[src/rtl/kgp_pkg.sv]
// kgp_pkg: generate/propagate pair and prefix operator shared by the Kogge-Stone adder and subtractor
package kgp_pkg;
  localparam int KGP_WIDTH = 16;
  localparam int KGP_LEVELS = $clog2(KGP_WIDTH);
  typedef struct packed {
    logic g;
    logic p;
  } kgp_t;
  function automatic kgp_t prefix_op(input kgp_t hi, input kgp_t lo);
    kgp_t r;
    r.g = hi.g | (hi.p & lo.g);
    r.p = hi.p & lo.p;
    return r;
  endfunction
endpackage

[src/rtl/pipelined_ks_subtractor_if.sv]
// pipelined_ks_subtractor_if: operand/result valid-ready bus of the pipelined subtractor
interface pipelined_ks_subtractor_if #(parameter int WIDTH = 16);
  logic             in_valid;
  logic             in_ready;
  logic [WIDTH-1:0] a;
  logic [WIDTH-1:0] b;
  logic             bin;
  logic             out_valid;
  logic             out_ready;
  logic [WIDTH-1:0] diff;
  logic             bout;
  logic             ovf;
  logic             zero;
  modport master (output in_valid, a, b, bin, out_ready,
                  input  in_ready, out_valid, diff, bout, ovf, zero);
  modport slave  (input  in_valid, a, b, bin, out_ready,
                  output in_ready, out_valid, diff, bout, ovf, zero);
endinterface

[src/rtl/kgp_prefix_level.sv]
// kgp_prefix_level: one combinational Kogge-Stone level combining each bit with the bit DIST below it
module kgp_prefix_level
  import kgp_pkg::*;
#(
  parameter int WIDTH = 16,
  parameter int DIST  = 1
) (
  input  kgp_t [WIDTH-1:0] i_kgp,
  output kgp_t [WIDTH-1:0] o_kgp
);
  for (genvar i = 0; i < WIDTH; i++) begin : g_bit
    if (i < DIST) begin : g_pass
      assign o_kgp[i] = i_kgp[i];
    end else begin : g_op
      assign o_kgp[i] = prefix_op(i_kgp[i], i_kgp[i-DIST]);
    end
  end
endmodule

[src/rtl/pipelined_ks_subtractor.sv]
// pipelined_ks_subtractor: 3-stage Kogge-Stone a - b - bin with valid/ready backpressure
module pipelined_ks_subtractor
  import kgp_pkg::*;
#(
  parameter int WIDTH = 16,
  parameter int SPLIT = 2
) (
  input logic clk,
  input logic rst_n,
  pipelined_ks_subtractor_if.slave bus
);
  localparam int LEVELS = $clog2(WIDTH);
  logic                   w_adv;
  kgp_t [WIDTH-1:0]       w_enc;
  kgp_t [WIDTH-1:0]       w_lvl [LEVELS+1];
  kgp_t [WIDTH-1:0]       w_fin;
  logic [WIDTH-1:0]       w_p1;
  logic [WIDTH-1:0]       w_c;
  logic [WIDTH-1:0]       w_diff;
  logic                   r1_valid, r1_cin, r1_amsb, r1_bmsb;
  kgp_t [WIDTH-1:0]       r1_kgp;
  logic                   r2_valid, r2_cin, r2_amsb, r2_bmsb;
  kgp_t [WIDTH-1:0]       r2_kgp;
  logic [WIDTH-1:0]       r2_p;
  logic                   r_out_valid, r_bout, r_ovf, r_zero;
  logic [WIDTH-1:0]       r_diff;
  assign w_adv        = bus.out_ready | ~bus.out_valid;
  assign bus.in_ready = w_adv;
  assign bus.out_valid = r_out_valid;
  assign bus.diff      = r_diff;
  assign bus.bout      = r_bout;
  assign bus.ovf       = r_ovf;
  assign bus.zero      = r_zero;
  // carry-in ~bin is a generate at position -1, folded into bit 0
  always_comb begin
    w_enc = '0;
    for (int k = 0; k < WIDTH; k++) begin
      w_enc[k].g = bus.a[k] & ~bus.b[k];
      w_enc[k].p = bus.a[k] ^ ~bus.b[k];
    end
    w_enc[0].g = w_enc[0].g | (w_enc[0].p & ~bus.bin);
  end
  assign w_lvl[0] = r1_kgp;
  for (genvar l = 1; l <= LEVELS; l++) begin : g_lvl
    kgp_t [WIDTH-1:0] w_in;
    if (l == SPLIT + 1) begin : g_from_reg
      assign w_in = r2_kgp;
    end else begin : g_chain
      assign w_in = w_lvl[l-1];
    end
    kgp_prefix_level #(.WIDTH(WIDTH), .DIST(1 << (l - 1))) u_lvl (
      .i_kgp(w_in),
      .o_kgp(w_lvl[l])
    );
  end
  if (SPLIT == LEVELS) begin : g_fin_reg
    assign w_fin = r2_kgp;
  end else begin : g_fin_lvl
    assign w_fin = w_lvl[LEVELS];
  end
  always_comb begin
    w_p1   = '0;
    w_c    = '0;
    w_c[0] = r2_cin;
    for (int k = 0; k < WIDTH; k++) w_p1[k] = r1_kgp[k].p;
    for (int k = 1; k < WIDTH; k++) w_c[k] = w_fin[k-1].g;
  end
  assign w_diff = r2_p ^ w_c;
  always_ff @(posedge clk or negedge rst_n) begin
    if (!rst_n) begin
      r1_valid    <= 1'b0;
      r1_cin      <= 1'b0;
      r1_amsb     <= 1'b0;
      r1_bmsb     <= 1'b0;
      r1_kgp      <= '0;
      r2_valid    <= 1'b0;
      r2_cin      <= 1'b0;
      r2_amsb     <= 1'b0;
      r2_bmsb     <= 1'b0;
      r2_kgp      <= '0;
      r2_p        <= '0;
      r_out_valid <= 1'b0;
      r_diff      <= '0;
      r_bout      <= 1'b0;
      r_ovf       <= 1'b0;
      r_zero      <= 1'b0;
    end else if (w_adv) begin
      r1_valid    <= bus.in_valid;
      r1_cin      <= ~bus.bin;
      r1_amsb     <= bus.a[WIDTH-1];
      r1_bmsb     <= bus.b[WIDTH-1];
      r1_kgp      <= w_enc;
      r2_valid    <= r1_valid;
      r2_cin      <= r1_cin;
      r2_amsb     <= r1_amsb;
      r2_bmsb     <= r1_bmsb;
      r2_kgp      <= w_lvl[SPLIT];
      r2_p        <= w_p1;
      r_out_valid <= r2_valid;
      r_diff      <= w_diff;
      r_bout      <= ~w_fin[WIDTH-1].g;
      r_ovf       <= (r2_amsb != r2_bmsb) && (w_diff[WIDTH-1] != r2_amsb);
      r_zero      <= (w_diff == '0);
    end
  end
endmodule

[src/flat_wrapper.sv]
// flat-port wrapper written by rule: the top's interface ports become plain ports
module pipelined_ks_subtractor_flat import kgp_pkg::*;
#(
  parameter int WIDTH = 16,
  parameter int SPLIT = 2
)
  (clk, rst_n, bus_in_valid, bus_a, bus_b, bus_bin, bus_out_ready, bus_in_ready, bus_out_valid, bus_diff, bus_bout, bus_ovf, bus_zero);
  pipelined_ks_subtractor_if #(.WIDTH(WIDTH)) bus_i ();
  input logic clk;
  input logic rst_n;
  input wire logic [$bits(bus_i.in_valid)-1:0] bus_in_valid;
  input wire logic [$bits(bus_i.a)-1:0] bus_a;
  input wire logic [$bits(bus_i.b)-1:0] bus_b;
  input wire logic [$bits(bus_i.bin)-1:0] bus_bin;
  input wire logic [$bits(bus_i.out_ready)-1:0] bus_out_ready;
  output wire logic [$bits(bus_i.in_ready)-1:0] bus_in_ready;
  output wire logic [$bits(bus_i.out_valid)-1:0] bus_out_valid;
  output wire logic [$bits(bus_i.diff)-1:0] bus_diff;
  output wire logic [$bits(bus_i.bout)-1:0] bus_bout;
  output wire logic [$bits(bus_i.ovf)-1:0] bus_ovf;
  output wire logic [$bits(bus_i.zero)-1:0] bus_zero;
  assign bus_i.in_valid = bus_in_valid;
  assign bus_i.a = bus_a;
  assign bus_i.b = bus_b;
  assign bus_i.bin = bus_bin;
  assign bus_i.out_ready = bus_out_ready;
  assign bus_in_ready = bus_i.in_ready;
  assign bus_out_valid = bus_i.out_valid;
  assign bus_diff = bus_i.diff;
  assign bus_bout = bus_i.bout;
  assign bus_ovf = bus_i.ovf;
  assign bus_zero = bus_i.zero;
  pipelined_ks_subtractor #(.WIDTH(WIDTH), .SPLIT(SPLIT)) u_core (.clk(clk), .rst_n(rst_n), .bus(bus_i));
endmodule
[config.mk]
export PLATFORM = sky130hd
export DESIGN_NAME = pipelined_ks_subtractor_flat
export DESIGN_NICKNAME = d
export VERILOG_FILES = /design/src/rtl/kgp_pkg.sv /design/src/rtl/pipelined_ks_subtractor_if.sv /design/src/rtl/kgp_prefix_level.sv /design/src/rtl/pipelined_ks_subtractor.sv /design/src/flat_wrapper.sv
export SDC_FILE = /design/constraint.sdc
export NUM_CORES = 1
export LEC_CHECK = 0
export ABC_AREA = 0
export BUFFER_PORTS_ARGS = -buffer_cell sky130_fd_sc_hd__buf_2
export CAP_MARGIN = 20
export CORE_MARGIN = 5
export CORE_UTILIZATION = 52
export CTS_CLUSTER_SIZE = 30
export DETAILED_ROUTE_END_ITERATION = 16
export PLACE_DENSITY = 0.75
export SLEW_MARGIN = 20
export SYNTH_ARGS = -nofsm -noshare
export SYNTH_HDL_FRONTEND = slang
export SYNTH_SLANG_ARGS = --single-unit
[constraint.sdc]
create_clock -name clk -period 1.65 [get_ports clk]
set_clock_uncertainty 0.1 [all_clocks]
set_input_delay 0.0825 -clock clk [delete_from_list [all_inputs] [get_ports clk]]
set_output_delay 0.0825 -clock clk [all_outputs]
set_load 0.005 [all_outputs]
==> results.md, run 1 <==
- Synth Area in Compound Gates: between 10% and 20%
- Core Rows: 34
- Mux contribution to synthesized area: 0%
- Diodes inserted: 0
- Starting Density: roughly 54%
- Clock power frac: between 10% and 20%
- Die Area: ~11000 µm²
- Crit path buffers/inverters: 0
- CP max FO: 4
- Nature of the critical path startpoint: register
- Hold depth: 5
- Yosys top cell area share: a little over half
- First-pass GRT wire length: approximately 18000 µm
- GPL Wtd Cong: around 0.86
- Critical-path cell list: a21o_1 -> a211oi_2 -> o22ai_1 -> nor4_2 -> a32o_2
- Max Fclk: just under 600 MHz
- Headroom to the max-slew limit: a little under three quarters
- Htree depth: 3
- Initial antenna violation count: 0
- Area Overhead vs Synth: 22.13%
- DIE WIDTH: around 110 µm
- Top FF cell, synth: dfrtp_1
- DR vias: between 3000 and 4000
- Peak VDD IR: 0.6033 mV
- CTS tree: yes
- Num CTS Buffers: 9
- Met1 usage: between 20% and 30%
- Grt ovf: 0
- Worst-Skew Late Latency: 370 ps
- Chip height: 105.6 µm
- Vias in the first global route: 3766
- Final nets: just under 700
- WP data required: 1860 ps
- Worst-case reg-to-reg path depth: 5
- Hold/Removal Path Class: in -> reg
- Synth Area in XOR/XNOR: 1.658%
- Reg2reg end: u_core.bus.zero
- EDFF count, synth: 0
- Hold path startpoint: bus_b[4]
- Gr busiest metal: met2
- Slew Limit Fails: 0
- Clk buf depth: 2
- Largest register FFs: 60
- Critical path class: reg -> reg
- Clock sink count: approximately 100
- Via density per instance: between 5 and 6
- Crit Reg-Reg Startpoint: u_core.g_lvl[3].w_in[5]
- Reg clk slew, reported paths: around 100 ps
- Seq/Total Area, Yosys: 54.74%
- Most frequent cell after synthesis: nand2_1
- Hold Path Sink: u_core.g_lvl[1].w_in[8]
- Syn_nets: around 600
- Total global-route track usage: about 20%
- Yosys reg bits: approximately 100
- Cell area after layout: 5807 µm²
- Dpl cell area: about 5300 µm²
- Max stage delay cell, worst path: dfrtp_2
- RSZ-0062 raised after global routing: true
- Crit. End Element: register
- Synth Area in Adders: 4.211%
- IO Count: 58
- R2R setup slack: -50 ps
- Mapped Area: about 4800 µm²
- CORE AREA: slightly below 9000 µm²
- Final period util: 102.9%
- Met3 usage: under 10%
- Power Density: between 1000 and 1500 nW/µm²
- Fin. Hold Viols: 0
- Largest net degree at the start of global routing: 42
- Post-route setup slack: -48.05 ps
- Residual DRC: 0
- Pint: ~5.4 mW
- Area leader, netlist: dfrtp_1
- YS warnings: 0
- Antenna-violating nets left: 0
- Post-Route WL: about 10000 µm
- Max incr delay on CP: 460 ps
- Synth cell count leaders: nand2_1, dfrtp_1, a21oi_1, o21ai_0, a21o_1
- Maxcap violations: 0
- Largest family of logic cells by synthesized area: simple AND/OR/NAND/NOR gates
- Violated checks: negative setup slack
- Largest cells by area after synthesis: dfrtp_1, nand2_1, ha_1
- Arrival @ worst endpoint: between 1500 and 2000 ps
- Root buf cell: clkbuf_8
- Initial DRC Count: between 200 and 300
- Ys async rst share: 100.0%
- Gate power share: approximately 33%
- Switch share: approximately 36%
- Port Buffer Count: 57
- Routed len/inst: roughly 14 µm
- Post-DP HPWL: ~7500 µm
- Pleak: approximately 3.1 nW
- Worst slew pin tran: approximately 420 ps
- Post-synthesis simple-gate area fraction: between 20% and 30%
- Seq pwr share: 48.1%
- Switching Power: 3.107 mW
- Final setup viols: 1
- Setup WS pre-CTS: -53.22 ps
- DRT Pass-1 Iters: 4
- Fin crit period: ~1700 ps
- Layout cells sized above 1: 17.25%
- Outcome: finished with violations
- Mapped Cells: roughly 530
- Count of cell types in the netlist: 39
- GR Layer Usage met2: approximately a third
- Syn Area/Cell: 8.920 µm²
- Family with the most delay on the worst path: compound AO/OA/AOI/OAI gates
## per-stage QoR
stage          util (%)  setup TNS [ps]  cells  power (mW)  hold WS (ps)
6_report          65.94          -48.05    740       8.537         2.171
3_3_place_gp      59.78               0    692       6.589        -52.10
3_5_place_dp      59.78          -53.22    692       6.709        -48.95
5_1_grt           65.94          -135.4    740       9.163         12.00
2_1_floorplan         -               0    533       5.632        -313.1
4_1_cts           65.64               0    739       8.482         2.794
## worst min-delay path, cell delays in order
cell and delay (ps):
buf_2 90, inv_1 50, ha_1 120, nand2_1 40, nand2_1 60
## area by class of cell
class / instances / area (µm²)
clock buffer: 10 / 137.6
timing repair buffer: 108 / 775.7
inverter: 19 / 73.82
multi-input combinational: 385 / 2014
tap: 108 / 135.1
sequential: 104 / 2604
fill: 694 / 2999
clock inverter: 6 / 66.31
## kinds of logic (layout without fill, tap and decap cells)
| family | after synthesis | count (layout) |
|---|---|---|
| AOI/OAI and AO/OA | 108 | 108 |
| and+or+nand+nor | 252 | 252 |
| buffers and inverters | 44 | 143 |
| DFF | 104 | 104 |
| xor gates and xnor gates | 9 | 9 |
| adders and majority gates | 16 | 16 |
## placed cells by master, fill, tap and decap left out, types with 3 or more instances in the layout
cell	synthesis	routed
clkbuf_8	0	10
xnor2_1	7	5
o21a_1	3	3
a21oi_1	29	27
nand3_1	10	10
ha_1	16	16
a211oi_1	4	3
buf_4	0	22
nor2_1	21	21
a21boi_0	3	3
o21ai_0	25	25
o31ai_1	8	8
a21o_1	24	24
dlygate4sd3_1	0	27
buf_2	6	56
dfrtp_1	104	103
inv_1	19	18
nand2_1	206	206
buf_12	0	3
## layer usage
metal	share of wire [%]	vias to the layer above
met5	0	-
met4	1.4	0
met3	5.9	12
met2	46	97
met1	47	1785
li1	-	1935
## what timing repair did
item	4_1_cts	5_1_grt
hold buffers	27	0
gates cloned	0	0
endpoints found under the setup margin	1	4
hold endpoints to repair	141	0
pin swaps	3	1
buffers inserted	4	1
gates resized for setup	2	5
## worst max path at each step
stage | from | end | slack (ps) | cells after the start
floorplan | u_core.g_lvl[3].w_in[20] | u_core.bus.zero | 80 | 5
finish | u_core.g_lvl[3].w_in[5] | u_core.bus.zero | -50 | 5
detailed placement | u_core.g_lvl[3].w_in[5] | u_core.bus.zero | -50 | 5
global placement | u_core.g_lvl[3].w_in[5] | u_core.bus.zero | 4 | 5
global route | u_core.g_lvl[3].w_in[7] | u_core.bus.zero | -110 | 5
CTS | u_core.g_lvl[3].w_in[9] | u_core.bus.zero | 2 | 5
## power groups by stage
| stage | clock network, mW | registers, mW | logic [mW] |
|---|---|---|---|
| finish | 1.63 | 4.11 | 2.80 |
| global route | 1.76 | 4.22 | 3.18 |
| CTS | 1.65 | 4.08 | 2.75 |
| detailed placement | 0 | 4.12 | 2.59 |
| global placement | 0 | 4.06 | 2.53 |
| floorplan | 0 | 3.93 | 1.70 |
No activity file was read; power rests on OpenSTA's default activity.
==> run 2: changes to the inputs <==
Settings changed: CORE_ASPECT_RATIO set to 0.5, CORE_UTILIZATION 52 to 50, PLACE_DENSITY 0.75 to 0.73.
==> results.md, run 2 (synthesized netlist as in run 1, its figures left out) <==
- Outcome: finished with violations
- Violated checks: negative setup slack
- Max Fclk: 582.2 MHz (-1.1%)
- Pleak: 3.103 nW (+1.4%)
- Final nets: 673 (-1.0%)
- Chip height: 78.96 µm (-25%)
- Final setup viols: 1 (unchanged)
- Clk buf depth: 2 (unchanged)
- Setup WS pre-CTS: -60.64 ps (-7.421 ps)
- Dpl cell area: 5305 µm² (+0.78%)
- First-pass GRT wire length: 18370 µm (+2.0%)
- Reg clk slew, reported paths: 70 ps (-30 ps)
- Layout Utilization: 63.40% (-2.5 points)
- Core Rows: 25 (-26%)
- Highest-count cells in the layout ignoring fill and taps: nand2_1, dfrtp_1, buf_2
- RSZ-0062 raised after global routing: true
- Post-Route Setup TNS: -67.63 ps (-19.58 ps)
- CP max FO: 4 (unchanged)
- Headroom to the max-slew limit: 71.56% (-0.34 points)
- CORE AREA: 9353 µm² (+6.2%)
- Crit. End Element: register
- Hold/Removal Path Class: in -> reg
- Initial DRC Count: 210 (-30%)
- Largest register FFs: 60 (unchanged)
- Grt ovf: 0 (unchanged)
- Antenna-violating nets left: 0 (unchanged)
- Peak VDD IR: 0.7215 mV (+20%)
- Diodes inserted: 0 (unchanged)
- Port Buffer Count: 57 (unchanged)
- Final period util: 104.1% (+1.2 points)
- Overall power: 9.246 mW (+8.3%)
- Residual DRC: 0 (unchanged)
- CTS tree: yes
- Htree depth: 3 (unchanged)
- Clock sink count: 104 (unchanged)
- Largest net degree at the start of global routing: 52 (+24%)
- Num CTS Buffers: 9 (unchanged)
- Maxcap violations: 0 (unchanged)
- Commonest non-fill, non-tap cell in the layout: nand2_1
- Critical path class: reg -> reg
- Post-Route WL: 10670 µm (+2.8%)
- DRT Pass-1 Iters: 4 (unchanged)
- Via density per instance: 5.149 (-0.49%)
- Area Overhead vs Synth: 24.71%
- DR vias: 3841 (+0.31%)
- Slew Limit Fails: 0 (unchanged)
- Routed len/inst: 14.30 µm (+2.0%)
- Vias in the first global route: 3821 (+1.5%)
- GPL Wtd Cong: 0.7956 (-7.0%)
- DIE WIDTH: 147.9 µm (+40%)
- Post-route setup slack: -67.63 ps (-19.58 ps)
- IO Count: 58 (unchanged)
- Fin crit period: 1718 ps (+19.58 ps)
- Total global-route track usage: 19.57% (-0.36 points)
- WP data required: 1830 ps (-30 ps)
- Worst slew pin tran: 426.7 ps (+5.103 ps)
- R2R setup slack: -70 ps (-20 ps)
- Cell area after layout: 5929 µm² (+2.1%)
- Die Area: 11680 µm² (+4.7%)
- Initial antenna violation count: 0 (unchanged)
- Power Density: 1559 nW/µm² (+6.1%)
- Fin. Hold Viols: 0 (unchanged)
- Starting Density: 50.84% (-3.2 points)
- Nature of the critical path startpoint: register
- Root buf cell: clkbuf_16
- Post-DP HPWL: 7475 µm (about the same)
- Worst-Skew Late Latency: 340 ps (-30 ps)
- Arrival @ worst endpoint: 1900 ps (about the same)
- Layout cells sized above 1: 18.56% (+1.3 points)
==> run 2: layout make-up <==
type / instances / area (µm²)
sequential: 104 / 2605
fill: 768 / 3423
clock inverter: 5 / 55.05
multi-input combinational: 385 / 2051
clock buffer: 11 / 252.7
tap: 121 / 151.4
timing repair buffer: 101 / 743.2
inverter: 19 / 71.32
==> run 2: metal layers <==
metal  vias up  part of all wire (%)  track usage (%)
met3        10                   4.6            4.960
li1       1929                     -                -
met5         -                     0                0
met1      1829                    47            26.57
met4         0                   1.0            4.885
met2        73                    47            31.93
==> run 2: worst paths after layout <==
path | start | endpoint | cells after the start
min in group asynchronous | rst_n | u_core.g_lvl[1].w_in[25] | 2
min reg2reg | u_core.r2_valid | u_core.bus.out_valid | 1
min | bus_b[2] | u_core.g_lvl[1].w_in[4] | 5
max | u_core.g_lvl[3].w_in[5] | u_core.bus.zero | 5
max reg2reg | u_core.g_lvl[3].w_in[5] | u_core.bus.zero | 5
max in group asynchronous | rst_n | u_core.bus.diff[1] | 3
==> run 2: power breakdown <==
part / internal, mW / switching (mW) / leakage [nW] / total, mW
Clock: 1.25 / 0.930 / 0.148 / 2.18
Combinational: 1.42 / 1.49 / 1.67 / 2.91
Sequential: 3.37 / 0.784 / 1.29 / 4.15
Total: 6.05 / 3.20 / 3.10 / 9.25
==> run 2: repair_timing <==
item,4_1_cts,5_1_grt
buffers inserted,2,3
hold buffers,20,0
pin swaps,2,5
setup endpoints to repair,2,4
resized for setup,2,11
hold endpoints to repair,134,0
==> run 2: through the flow <==
step | hold slack (ps) | cells
after floorplan | -313.1 | 533
after global placement | -52.94 | 705
after detailed placement | -46.54 | 705
after CTS | 15.73 | 743
after global routing | 32.13 | 746
final | 22.31 | 746
==> run 2: worst max-delay path, stage by stage, from the launching register on <==
cell and delay (ps):
dfrtp_2 460, a21o_1 220, a211oi_2 290, o22ai_2 140, nor4_2 250, a32o_2 190
==> run 3: changes to the inputs <==
Settings changed: ABC_AREA 0 to 1.
==> results.md, run 3 <==
- Outcome: finished, final reports clean
- Vias in the first global route: 3786 (-0.92%)
- Fin crit period: 1486 ps (-231.6 ps)
- Nature of the critical path startpoint: register
- Highest-count cells in the layout ignoring fill and taps: nand2_1, dfrtp_1, inv_1
- Routed len/inst: 14.29 µm (about the same)
- Switching Power: 3.213 mW (+0.38%)
- Maxcap violations: 0 (unchanged)
- Max Fclk: 673.0 MHz (+16%)
- Filler cell count: 815 (+6.1%)
- Max stage delay cell, worst path: dfrtp_1
- CTS tree: yes
- Gate power share: 30.5% (-1.0 points)
- Port Buffer Count: 57 (unchanged)
- Clk buf depth: 2 (unchanged)
- Total global-route track usage: 20.00% (+0.43 points)
- YS warnings: 0 (unchanged)
- Post-Route Setup TNS: 0 ps (+67.63 ps)
- Power Density: 1552 nW/µm² (-0.48%)
- Fin. Hold Viols: 0 (unchanged)
- First-pass GRT wire length: 18440 µm (+0.38%)
- Diodes inserted: 0 (unchanged)
- GPL Wtd Cong: 0.8622 (+8.4%)
- DIE WIDTH: 148.6 µm (+0.48%)
- Mapped Cells: 558 (+4.7%)
- Num CTS Buffers: 9 (unchanged)
- Yosys top cell area share: 54.18% (-0.56 points)
- Core Rows: 25 (unchanged)
- Area Overhead vs Synth: 20.71%
- Critical path class: reg -> out
- Largest net degree at the start of global routing: 58 (+12%)
- Critical-path cell list: nand2_4 -> buf_4 -> buf_2
- Post-Route WL: 11100 µm (+4.1%)
- Final period util: 90.06% (-14 points)
- Overall power: 8.997 mW (-2.7%)
- Mapped Area: 4803 µm² (+1.0%)
- WP data required: 1470 ps (-360 ps)
- IO Count: 58 (unchanged)
- Most frequent cell after synthesis: nand2_1
- Root buf cell: clkbuf_16
- Slew Limit Fails: 0 (unchanged)
- Largest cells by area after synthesis: dfrtp_1, nand2_1, o21ai_0
- Yosys reg bits: 104 (unchanged)
- DR vias: 3892 (+1.3%)
- Syn_nets: 611 (+4.3%)
- Buffer count from post-CTS setup fixing: 0 (-2)
- Die Area: 11790 µm² (+0.92%)
- Peak VDD IR: 0.6818 mV (-5.5%)
- Residual DRC: 0 (unchanged)
- Synth cell count leaders: nand2_1, dfrtp_1, inv_1, o21ai_0
- Initial DRC Count: 255 (+21%)
- Post-DP HPWL: 8046 µm (+7.6%)
- CORE AREA: 9415 µm² (+0.67%)
- Clock power frac: 25.5% (+1.9 points)
- Count of cell types in the netlist: 28 (-28%)
- Worst-Skew Late Latency: 340 ps (about the same)
- Clock sink count: 104 (unchanged)
- DRT Pass-1 Iters: 5 (+1)
- Commonest non-fill, non-tap cell in the layout: nand2_1
- Antenna-violating nets left: 0 (unchanged)
- Final nets: 690 (+2.5%)
- Final setup viols: 0 (-1)
- Top FF cell, synth: dfrtp_1
- Initial antenna violation count: 0 (unchanged)
- Seq/Total Area, Yosys: 54.18% (-0.56 points)
- Largest register FFs: 60 (unchanged)
- Area leader, netlist: dfrtp_1
- Headroom to the max-slew limit: 72.38% (+0.83 points)
- Ys async rst share: 100.0% (unchanged)
- Syn Area/Cell: 8.608 µm² (-3.5%)
- Pleak: 2.978 nW (-4.0%)
- Via density per instance: 5.009 (-2.7%)
- Layout Utilization: 61.58% (-1.8 points)
- Grt ovf: 0 (unchanged)
- Starting Density: 51.02% (+0.18 points)
- EDFF count, synth: 0 (unchanged)
- Crit. End Element: output pin
- Chip height: 79.31 µm (+0.44%)
- Worst slew pin tran: 414.3 ps (-12.39 ps)
- Layout cells sized above 1: 16.98% (-1.6 points)
- Switch share: 35.71% (+1.1 points)
- Reg clk slew, reported paths: 70 ps (about the same)
- Pint: 5.785 mW (-4.3%)
- Seq pwr share: 44.0% (-0.9 points)
- Arrival @ worst endpoint: 1300 ps (-600 ps)
- Htree depth: 3 (unchanged)
- Hold/Removal Path Class: in -> reg
- RSZ-0062 raised after global routing: false
- CP max FO: 20 (+16)
- Max incr delay on CP: 410 ps (-50 ps)
## run 3: changes by cell type after synthesis, sizes merged, moves of 4 or more
| cell | change |
|---|---|
| inv | +55 |
| o21ai | +47 |
| a21o | -23 |
| a21oi | -18 |
| clkbuf | -13 |
| nand2 | -9 |
| o221ai | +9 |
| buf | +8 |
| o31ai | -8 |
| nand3 | +7 |
| a21boi | -5 |
| xnor2 | -5 |
| a211oi | -4 |
## run 3: cell families (layout without fill, tap and decap cells)
group / count (synthesis) / count (layout) / synth area share, %
buf+inv: 94 / 178 / 8.231
flops: 104 / 104 / 54.18
xor+xnor: 2 / 2 / 0.3647
compound gates: 107 / 107 / 12.79
simple gates: 235 / 235 / 20.27
fa+ha+maj: 16 / 16 / 4.168
## run 3: through the flow
step	hold slack, ps	instance area [µm²]	setup slack, ps	cells
after floorplan	-313.1	4803	461.0	558
after global placement	-57.04	5275	261.2	741
after detailed placement	-55.20	5275	231.2	741
after CTS	24.17	5798	142.7	777
after global routing	52.04	5798	47.46	777
final	22.08	5798	164.0	777
## run 3: timing repair
| action | CTS | global route |
|---|---|---|
| endpoints found under the hold margin | 135 | 0 |
| resized for setup | 0 | 0 |
| hold buffers | 20 | 0 |
## run 3: metal layers
metal	track usage, %	part of all wire [%]	routed length [µm]	up-vias
li1	-	-	-	1943
met2	30.19	42	4642	104
met3	6.727	8.1	902	9
met1	28.17	49	5468	1836
met4	4.424	0.79	88	0
met5	0	0	0	-
## run 3: critical path: cells and delay by family (launching register included)
family	cells	cell delay, ps
flops	1	410
simple gates	1	160
buf+inv	2	390
## run 3: area by class of cell
class                           instances  area (µm²)  share of cell area [%]
Sequential cell                       104        2603                   44.89
Multi-Input combinational cell        360        1805                   31.14
Timing Repair Buffer                   88       620.6                   10.70
Inverter                               74       277.8                   4.791
Clock buffer                           11       242.7                   4.186
Tap cell                              135       168.9                   2.913
Clock inverter                          5       80.08                   1.381
## run 3: worst paths after layout
kind                                                  to  cells after the start  slack, ps                 start
worst max-delay path                        bus_in_ready                      3        160  u_core.bus.out_valid
worst min-delay path            u_core.g_lvl[1].w_in[28]                      5         20             bus_b[14]
worst max register to register  u_core.g_lvl[3].w_in[10]                      6        190  u_core.bus.out_valid
worst min register to register      u_core.bus.out_valid                      2        360       u_core.r2_valid
max in group asynchronous       u_core.g_lvl[1].w_in[30]                      3        750                 rst_n
min in group asynchronous                u_core.r1_valid                      2        110                 rst_n
## run 3: power groups by stage
stage	registers (mW)	clock network, mW	logic, mW
detailed placement	3.99	0	2.70
global route	4.06	2.42	3.17
CTS	3.95	2.33	2.75
global placement	3.98	0	2.63
finish	3.96	2.29	2.74
floorplan	3.85	0	1.83
